==> src/rtl/ca_row_engine.sv <==
// ca_row_engine
//   Elementary (1-D, radius-1) cellular automaton renderer for the VGA
//   pixel-plot stage. On start it paints generation 0 on screen row 0, then
//   each following generation on the next row, one cell per clock. The
//   cell ring is toroidal: cell 0 and cell CELLS-1 are neighbours.
//
// Parameters
//   CELLS     cells per generation / screen width in pixels (<= 256)
//   ROWS      generations per frame / screen height in pixels (<= 128)
//
// Ports
//   CLOCK_50   in   system clock, rising edge
//   reset      in   synchronous active-high reset
//   load_seed  in   pulse: latch seed (ignored while busy)
//   seed       in   9-bit initial pattern, centred in the ring
//   load_rule  in   pulse: latch rule (ignored while busy)
//   rule       in   8-bit Wolfram rule number
//   start      in   pulse: begin a frame (ignored while busy)
//   x, y       out  pixel coordinate
//   colour     out  3'b111 live, 3'b000 dead
//   plot       out  framebuffer write strobe
//   busy       out  high while drawing
//   done       out  high after a completed frame until the next start/reset
module ca_row_engine #(
   parameter int unsigned CELLS = 160,
   parameter int unsigned ROWS  = 120
) (
   input  logic       CLOCK_50,
   input  logic       reset,
   input  logic       load_seed,
   input  logic [8:0] seed,
   input  logic       load_rule,
   input  logic [7:0] rule,
   input  logic       start,
   output logic [7:0] x,
   output logic [6:0] y,
   output logic [2:0] colour,
   output logic       plot,
   output logic       busy,
   output logic       done
);

   typedef enum logic [1:0] {
      IDLE = 2'd0,
      DRAW = 2'd1,
      NEXT = 2'd2,
      DONE = 2'd3
   } state_t;

   localparam logic [7:0]  X_LAST    = 8'(CELLS - 1);
   localparam logic [6:0]  Y_LAST    = 7'(ROWS - 1);
   localparam int unsigned SEED_BASE = CELLS / 2 - 4;

   state_t           state;
   state_t           state_nx;

   logic [8:0]       seed_r;
   logic [7:0]       rule_r;
   logic [CELLS-1:0] row;
   logic [7:0]       xc;
   logic [6:0]       yc;

   logic             accept;
   logic [8:0]       seed_use;
   logic [CELLS-1:0] row_seed;
   logic [CELLS-1:0] lft;
   logic [CELLS-1:0] rgt;
   logic [CELLS-1:0] row_next;

   // Loads and start are only honoured when not drawing.
   assign accept = (state == IDLE) || (state == DONE);

   // A seed loaded in the same cycle as start is used by that frame.
   assign seed_use = load_seed ? seed : seed_r;
   assign row_seed = {{(CELLS - 9){1'b0}}, seed_use} << SEED_BASE;

   // lft[i] = row[i-1], rgt[i] = row[i+1], both wrapping around the ring.
   assign lft = {row[CELLS-2:0], row[CELLS-1]};
   assign rgt = {row[0], row[CELLS-1:1]};

   always_comb begin
      row_next = '0;
      for (int unsigned i = 0; i < CELLS; i++) begin
         row_next[i] = rule_r[{lft[i], row[i], rgt[i]}];
      end
   end

   // ---------------------------------------------------------------- FSM
   always_ff @(posedge CLOCK_50) begin
      if (reset) begin
         state <= IDLE;
      end else begin
         state <= state_nx;
      end
   end

   always_comb begin
      state_nx = state;
      case (state)
         IDLE, DONE: begin
            if (start) begin
               state_nx = DRAW;
            end
         end
         DRAW: begin
            if (xc == X_LAST) begin
               state_nx = (yc == Y_LAST) ? DONE : NEXT;
            end
         end
         NEXT: begin
            state_nx = DRAW;
         end
         default: begin
            state_nx = IDLE;
         end
      endcase
   end

   // ------------------------------------------------------------ datapath
   always_ff @(posedge CLOCK_50) begin
      if (reset) begin
         seed_r <= 9'b000010000;
         rule_r <= 8'd30;
         row    <= '0;
         xc     <= '0;
         yc     <= '0;
      end else begin
         case (state)
            IDLE, DONE: begin
               if (load_seed) begin
                  seed_r <= seed;
               end
               if (load_rule) begin
                  rule_r <= rule;
               end
               if (start) begin
                  row <= row_seed;
                  xc  <= '0;
                  yc  <= '0;
               end
            end
            DRAW: begin
               xc <= xc + 8'd1;
            end
            NEXT: begin
               row <= row_next;
               yc  <= yc + 7'd1;
               xc  <= '0;
            end
            default: begin
               xc <= '0;
            end
         endcase
      end
   end

   // Outputs are a registered decode of the current state, so every
   // output (plot, busy, done) trails the state register by one clock.
   always_ff @(posedge CLOCK_50) begin
      if (reset) begin
         x      <= '0;
         y      <= '0;
         colour <= '0;
         plot   <= 1'b0;
         busy   <= 1'b0;
         done   <= 1'b0;
      end else begin
         plot   <= (state == DRAW);
         busy   <= (state == DRAW) || (state == NEXT);
         done   <= (state == DONE);
         colour <= 3'b000;
         if (state == DRAW) begin
            x      <= xc;
            y      <= yc;
            colour <= row[xc] ? 3'b111 : 3'b000;
         end
      end
   end

endmodule

==> config.mk <==
export PLATFORM = sky130hd
export DESIGN_NAME = ca_row_engine
export DESIGN_NICKNAME = d
export VERILOG_FILES = /design/src/rtl/ca_row_engine.sv
export SDC_FILE = /design/constraint.sdc
export NUM_CORES = 1
export LEC_CHECK = 0
export CAP_MARGIN = 30
export CORE_UTILIZATION = 25
export DETAILED_ROUTE_END_ITERATION = 12
export SLEW_MARGIN = 20
export SYNTH_ARGS = -nofsm -noshare
export SYNTH_HDL_FRONTEND = slang
export SYNTH_SLANG_ARGS = --single-unit
==> constraint.sdc <==
create_clock -name CLOCK_50 -period 2.4 [get_ports CLOCK_50]
set_input_delay 0.72 -clock CLOCK_50 [delete_from_list [all_inputs] [get_ports CLOCK_50]]
set_output_delay 0.72 -clock CLOCK_50 [all_outputs]
set_load 0.01 [all_outputs]
After elaboration in Yosys (flattened, before gate mapping)
Index checks and enable logic that the tools add are counted.
- bits in registers: 215
- input bits: 22
- output and inout port bits: 21
- multiplexer cells: 334
- equal/unequal tests: 7
- bitwise logic cells: 1
- reduce and logical (&&, ||, !) cells: 8
- add/subtract/negate cells: 2
- $lt $le $gt $ge: 161
- operators by type and width (kind ; count):
    3-bit by 4-bit < comparator with 1-bit output (second input constant) ; 160
    1-bit binary-select mux with 3-bit select ; 160
    160-bit one-hot mux with 2 select lines ; 1
    1-bit 2-to-1 mux ; 162
    160-bit 2-to-1 mux ; 1
    8-bit one-hot mux with 3 select lines ; 1
    7-bit one-hot mux with 2 select lines ; 1
    8-bit by 9-bit < comparator with 1-bit output (second input constant) ; 1
    9-bit 2-to-1 mux ; 1
    8-bit by 1-bit adder with 8-bit output (second input constant) ; 1
    1-bit binary-select mux with 8-bit select ; 1
    8-bit == test (second input constant) ; 1
    8-bit 2-to-1 mux ; 1
    7-bit by 1-bit adder with 7-bit output (second input constant) ; 1
    7-bit == test (second input constant) ; 1
    7-bit 2-to-1 mux ; 1
    2-bit one-hot mux with 3 select lines ; 1
    2-bit AND reduction ; 3
    2-bit == test (second input constant) ; 2
    2-bit 2-to-1 mux ; 2
    2-bit inequality test (second input constant) ; 2
    2-bit OR reduction ; 2
    3-bit 2-to-1 mux ; 1
    2-bit by 1-bit == test with 1-bit output (second input constant) ; 1
    other kinds (4) ; 4

Depth between registers and ports, before layout
Gate-level depths: netlist of run 1.
- depth in word-level cells: 4
- gate-level depth with buffers: 10
- gate-level depth less buffers: 7

Worst setup path after synthesis of run 1
No wires, ideal clock.
- path type: reg2reg
- start: reg state[0]
- end: reg row[24]
- period minus slack after synthesis: 2.038 ns
- cell stages (with the launch flop): 11
- path slack: 0.362 ns
- data required time: 2.268 ns
- data arrival time: 1.906 ns
- path through: dfxtp_1 -> inv_1 -> ha_1 -> buf_2 -> mux2_2 -> buf_2 -> clkbuf_1 -> clkbuf_1 -> nand2_1 -> nor2_1 -> nor3_1
- word-level cells in the longest chain between the ends: 4
- RTL lines (item ; line ; source):
    from (decl) ; 54 ; state_t state;
    from (signal assigned) ; 93 ; state <= state_nx;
    2-bit == test or 2-bit logical NOT (tied branches) ; 128 ; case (state)
    2-bit OR reduction ; 128 ;
    2-bit inequality test (no source line) or 2-bit nonzero test (tied branches) ; -- ;
    2-bit AND reduction (no source line) ; -- ;
    to (signal assigned) ; 137 ; row <= row_seed;
    to (signal assigned) ; 146 ; row <= row_next;
    to (decl) ; 59 ; logic [CELLS-1:0] row;
Parallel ways exist; a longest one is shown, timed or not.
A chain may end at the register's enable or synchronous reset.

Worst setup path in the final report of run 1
- start: reg colour[1]
- end: out colour[1]
- RTL lines (item ; line ; source):
    from (decl) ; 37 ; output logic [2:0] colour,
    from (signal assigned) ; 175 ; colour <= row[xc] ? 3'b111 : 3'b000;
No word-level cell between the ends.

==> results of run 1 <==
repair_timing:
action                                  CTS  global route
resized for setup                         0             1
endpoints found under the setup margin    0             1
buffers inserted                          0             0
worst paths after layout:
path / start / endpoint / slack, ns / depth (start not counted)
worst max register to register: xc[0] / colour[1] / 0.12 / 6
worst min register to register: seed_r[0] / seed_r[0] / 0.46 / 2
worst max-delay path: colour[1] / colour[1] / 0.06 / 1
worst min-delay path: seed_r[0] / seed_r[0] / 0.46 / 2
worst reg2reg max path, delay by kind of cell (launching register included):
| kind | cells | cell delay [ns] |
|---|---|---|
| flops | 1 | 0.57 |
| mux | 1 | 0.60 |
| compound gates | 4 | 0.72 |
| buf+inv | 1 | 0.27 |
cells by family after synthesis:
kind of cell               Yosys count  share of synthesized area [%]
buffers and inverters              386                           8.65
and+or+nand+nor                    579                           13.6
adders and majority gates            5                          0.342
DFF                                213                           23.3
xor gates and xnor gates             9                          0.431
muxes                              412                           47.2
AOI/OAI and AO/OA                  210                           6.51
flip-flops by register name, indices dropped and copies added (netlist names):
register	cells
busy	1
x	8
colour	1
seed_r	9
state	2
yc	7
plot	1
row	160
rule_r	8
xc	8
y	7
done	1
layout make-up:
class                   count  area, sq um  share of cell area, %
clock inverters            17          253                   1.26
inverters                   3         11.3                 0.0559
well taps                 950         1190                   5.90
multi-input cells        1215        12500                   61.9
clock buffers              33          708                   3.52
repair buffers            106         1210                   6.00
flip-flops and latches    213         4300                   21.4
cell usage in the layout (no fill, tap or decap), types with 4 or more instances in the layout:
master,count
mux4_1,5
mux4_2,350
nor2b_1,5
mux2_2,33
and3_1,5
buf_4,39
nor3_1,146
nor2_1,191
o21ai_0,8
buf_12,25
clkbuf_1,5
a222oi_1,8
xor2_1,7
nand2_1,195
mux2i_1,23
dfxtp_4,9
clkinvlp_4,5
a21oi_1,167
bufinv_16,6
nand4_1,6
a22oi_1,8
a211o_1,4
clkbuf_16,27
clkinv_2,4
dfxtp_1,203
nand3b_1,4
nand3_1,10
clkdlybuf4s50_1,41
ha_1,5
report_power, final:
group,switching (mW),internal (mW),total [mW]
clock,1.75,2.75,4.50
sequential,1.30,4.05,5.35
combinational,4.13,4.68,8.81
total,7.18,11.5,18.7
metrics by stage:
| step | total power [mW] | util (%) |
|---|---|---|
| floorplan | 12.0 | - |
| global placement | 13.8 | 26.6 |
| detailed placement | 14.2 | 26.6 |
| CTS | 18.7 | 28.0 |
| global route | 19.6 | 28.0 |
| finish | 18.7 | 28.0 |
layer usage:
| metal | vias up | track usage (%) | wire [microns] |
|---|---|---|---|
| li1 | 6233 | - | - |
| met1 | 7455 | 17.0 | 20500 |
| met2 | 505 | 21.9 | 24600 |
| met3 | 51 | 1.84 | 2740 |
| met4 | 0 | 3.83 | 877 |
| met5 | - | 0 | 0 |
==> flow_summary.toml, run 1 <==
[clock_network]
cts_inserted_buffers = 27
htreeDepth = 1
worst_skew_pair.late_latency_ns = 0.56
cts_tree = "done"
root_buffer = "clkbuf_16"
clock_sinks = 213
clock_path_buffers = 3
hold_buffers = 0
clkTransAtPathRegs_ns = 0.06

[synthesis]
synth_common_cells = "mux4_2, clkbuf_1, dfxtp_1"
synth_top_area_share_pct = 43.1
syn_area_sq_um = 18300
syn_area_per_cell_sq_um = 10.1
ys_top_cells_by_area = "mux4_2, dfxtp_1, clkbuf_1"
yosysMostFrequentCell = "mux4_2"
ys_async_sr_fraction_pct = 0
yosys.area.top_type = "mux4_2"
ys_ff_latch = 213
synth_edf_count = 0
synth_ff_type = "dfxtp_1"
synth_cell_types = 49
netlist_instances = 1814
syn-num-nets = 1841
yosys_warnings = 0
ys_seq_area_share_pct = 23.3

[placement]
post-place-ws_ns = 0.0741
placed_cell_area_sq_um = 19200
place_congestion = 0.755
hpwl_mm = 27.2
port_buffers = 42
dp_cells = 2487

[routing]
vias = 14200
drtAntennaViolNets = 0
drt_wl_total_mm = 48.7
drt-initial-drc-count = 1451
wl_per_cell_microns = 19.2
first_pass_iters = 5
vias_per_cell = 5.61
drcViolationCount = 0

[setup_path]
cp_top_family = "buffers and inverters"
path_buf_inv = 1
cp-end-kind = "primary output"
slowest_delay_ns = 0.59
required_ns = 1.68
crit_path_cell_trace = "clkdlybuf4s50_1"
crit_arrival_ns = 1.62
crit_fanout = 3
critPathKind = "reg2out"
cp-start-kind = "flip-flop"
slowest_stage = "clkdlybuf4s50_1"

[die]
start_util_pct = 25.4
dieArea_sq_um = 74200
chipWidth_microns = 272
core_area_sq_um = 72000
ios = 43
rows = 98
dieHeight_microns = 272

[sta]
finalWorstSetupSlack_ns = 0.0644
setup_viol_count_final = 0
worst_clock_skew_ns = 0.0193
finalSetupTns_ns = 0
hold_viol = 0
worst_pin_slew_ns = 0.636
timing.fmax_mhz = 428
drv_slew = 0
timing.final.crit_share_pct = 97.3
grt_setup_unrepaired = "no"
fin_worst_hold_slack_ns = 0.459
period_minus_slack_ns = 2.34
slew_headroom_pct = 57.6

[global_routing]
overflow = 0
grt_pass1_vias = 14200
antenna_found_initial = 0
grt_max_degree = 111
grt_pass1_wl_mm = 79.4
gr-usage-all-layers_pct = 12.9

[finish]
layout.nets = 1593
syn2layout_area_growth_pct = 10.1
final_cells = 2537
antenna_cells = 0
fillCellCount = 7309
postLayoutCellArea_sq_um = 20100
layout-drive-gt1-share_pct = 32.1

[hold_path]
min_path_type = "reg2reg"

[status]
status = "completed"

[job]
maxCapViolCount = 0

[pwr]
powerDensity_nw_per_um2 = 927
leakage_nw = 5.73
max-vdd-ir-drop_v = 0.000518
(Power assumes the default switching activity.)
==> run 2, diff against run 1 <==
Settings changed: REMOVE_ABC_BUFFERS set to 1, SLEW_MARGIN 20 to 5.
==> run 2 against run 1 <==
Net effect: clock skew is 0.0047 ns lower; register-to-register slack better by 0.10 ns; non-clock buffer count is 3 lower; worst hold slack worse by 0.030 ns; combinational power is 2% lower; largest power group unchanged; largest cell class unchanged; sequential share of layout area is 0.080 points lower; sequential power is 3% higher; routed wire length is 0.16% lower; via count is 0.14% higher; flip-flop and latch count stayed put; first-iteration DRC count is 6.3% lower; setup slack better by 0.027 ns.
==> flow_summary.toml, run 2 (synthesized netlist as in run 1, its figures left out) <==
[sta]
grt_setup_unrepaired = "no"
worst_clock_skew_ns = 0.0146
slew_headroom_pct = 57.7
drv_slew = 0
timing.final.crit_share_pct = 96.2
hold_viol = 0
finalSetupTns_ns = 0
period_minus_slack_ns = 2.31
setup_viol_count_final = 0
worst_pin_slew_ns = 0.635
fin_worst_hold_slack_ns = 0.428
timing.fmax_mhz = 433

[setup_path]
reg2reg_to = "colour[1]"
slowest_delay_ns = 0.59
crit_fanout = 3
crit_path_cell_trace = "clkdlybuf4s50_1"
r2r_slack_ns = 0.22
timing.rr.start = "xc[1]"
rr_worst_depth = 6
crit_arrival_ns = 1.59
cp-start-kind = "flip-flop"
critPathKind = "reg2out"
cp_top_family = "buffers and inverters"
startpoint = "colour[1]"
cp-end-kind = "primary output"
path_buf_inv = 1
slowest_stage = "clkdlybuf4s50_1"
required_ns = 1.68

[clock_network]
cts_tree = "done"
clock_path_buffers = 3
root_buffer = "clkbuf_16"
postCtsSetupBuffers = 0
cts_inserted_buffers = 28
htreeDepth = 1
clock_sinks = 213
cts_resized = 0
hold_buffers = 0
worst_skew_pair.late_latency_ns = 0.56
clkTransAtPathRegs_ns = 0.05

[placement]
place_congestion = 0.752
port_buffers = 42
hpwl_mm = 26.7
dp_cells = 2484
placed_cell_area_sq_um = 19200

[die]
chipWidth_microns = 272
rows = 98
dieHeight_microns = 272
ios = 43
start_util_pct = 25.4
dieArea_sq_um = 74200
core_area_sq_um = 72000

[pwr]
cell_internal_pwr_mw = 11.7
p_clk_share_pct = 25.0
p_seq_share_pct = 29.2
pwr-share-comb_pct = 45.8
sw_frac_of_total_pct = 37.9
leakage_nw = 5.78
switchingPower_mw = 7.14
max-vdd-ir-drop_v = 0.000661
powerDensity_nw_per_um2 = 934
power.total_mw = 18.9

[global_routing]
overflow = 0
grt_pass1_wl_mm = 80.6
grt_pass1_vias = 14900
gr-usage-all-layers_pct = 12.9
antenna_found_initial = 0
grt_max_degree = 114

[hold_path]
worstHoldPathCells = 2
min_path_type = "in2reg"
hold_start = "reset"
hold_path_end = "rule_r[6]"

[finish]
antenna_cells = 0
layout_common_cells = "mux4_2, dfxtp_1, nand2_1, nor2_1, a21oi_1"
layout.nets = 1591
largest_reg_flops = 160
largest-register = "row"
syn2layout_area_growth_pct = 10.4
final_common_cell = "mux4_2"
layout-drive-gt1-share_pct = 32.1
reg_top3 = "row: 160 flops, seed_r: 9 flops"
final_cells = 2536
postLayoutCellArea_sq_um = 20200

[routing]
met1_length_mm = 20.7
drtAntennaViolNets = 0
dr_wl_met3_mm = 3.20
vias = 14300
first_pass_iters = 5
drcViolationCount = 0
highest_layer = "met4"
vias_per_cell = 5.62
met2WireLength_mm = 23.9
drt-initial-drc-count = 1359
wl_per_cell_microns = 19.2
drt_wl_total_mm = 48.7

[status]
status = "completed"

[job]
maxCapViolCount = 0
==> run 2: changes by cell type in the layout (fill, tap and decap cells not counted), moves of 2 or more <==
| cell | delta |
|---|---|
| buf_4 | -4 |
| clkbuf_8 | +7 |
| clkinvlp_4 | -4 |
| clkbuf_16 | +2 |
==> run 2: through the flow <==
| step | setup WS [ns] | util, % |
|---|---|---|
| after global placement | 0.0801 | 26.6 |
| final | 0.0910 | 28.1 |
| after CTS | 0.0734 | 28.1 |
| after global routing | 0.0142 | 28.1 |
| after detailed placement | 0.0559 | 26.6 |
| after floorplan | -2.31 | - |
==> run 2: power groups by stage <==
stage               sequential [mW]  combinational (mW)  clock [mW]
finish                         5.51                8.63        4.71
floorplan                      5.66                5.74           0
CTS                            5.51                8.61        4.82
global placement               5.50                8.29           0
global route                   5.68                9.26        4.96
detailed placement             5.58                8.59           0
==> run 2: layout make-up <==
cell class | instances | area [sq um]
well taps | 950 | 1190
multi-input cells | 1215 | 12500
clock buffers | 41 | 851
inverters | 3 | 11.3
repair buffers | 103 | 1200
fillers | 7302 | 51800
clock inverters | 11 | 186
flip-flops and latches | 213 | 4300
==> run 2: worst max-delay path by stage <==
stage | slack, ns | end | depth (start not counted)
2_1_floorplan | -2.31 | yc[5] | 6
3_3_place_gp | 0.08 | row[67] | 7
6_report | 0.09 | colour[2] | 1
3_5_place_dp | 0.06 | row[43] | 6
5_1_grt | 0.01 | colour[2] | 1
4_1_cts | 0.07 | colour[2] | 1
==> run 2: metal layers <==
layer,vias up,track usage [%]
li1,6231,-
met2,542,21.6
met4,0,3.27
met3,75,1.98
met1,7416,17.4
met5,-,0
==> run 3, diff against run 2 <==
Settings changed: CAP_MARGIN 30 to 10.
==> results of run 3 <==
No change in the layout: final DEF, timing and power equal those of run 2.
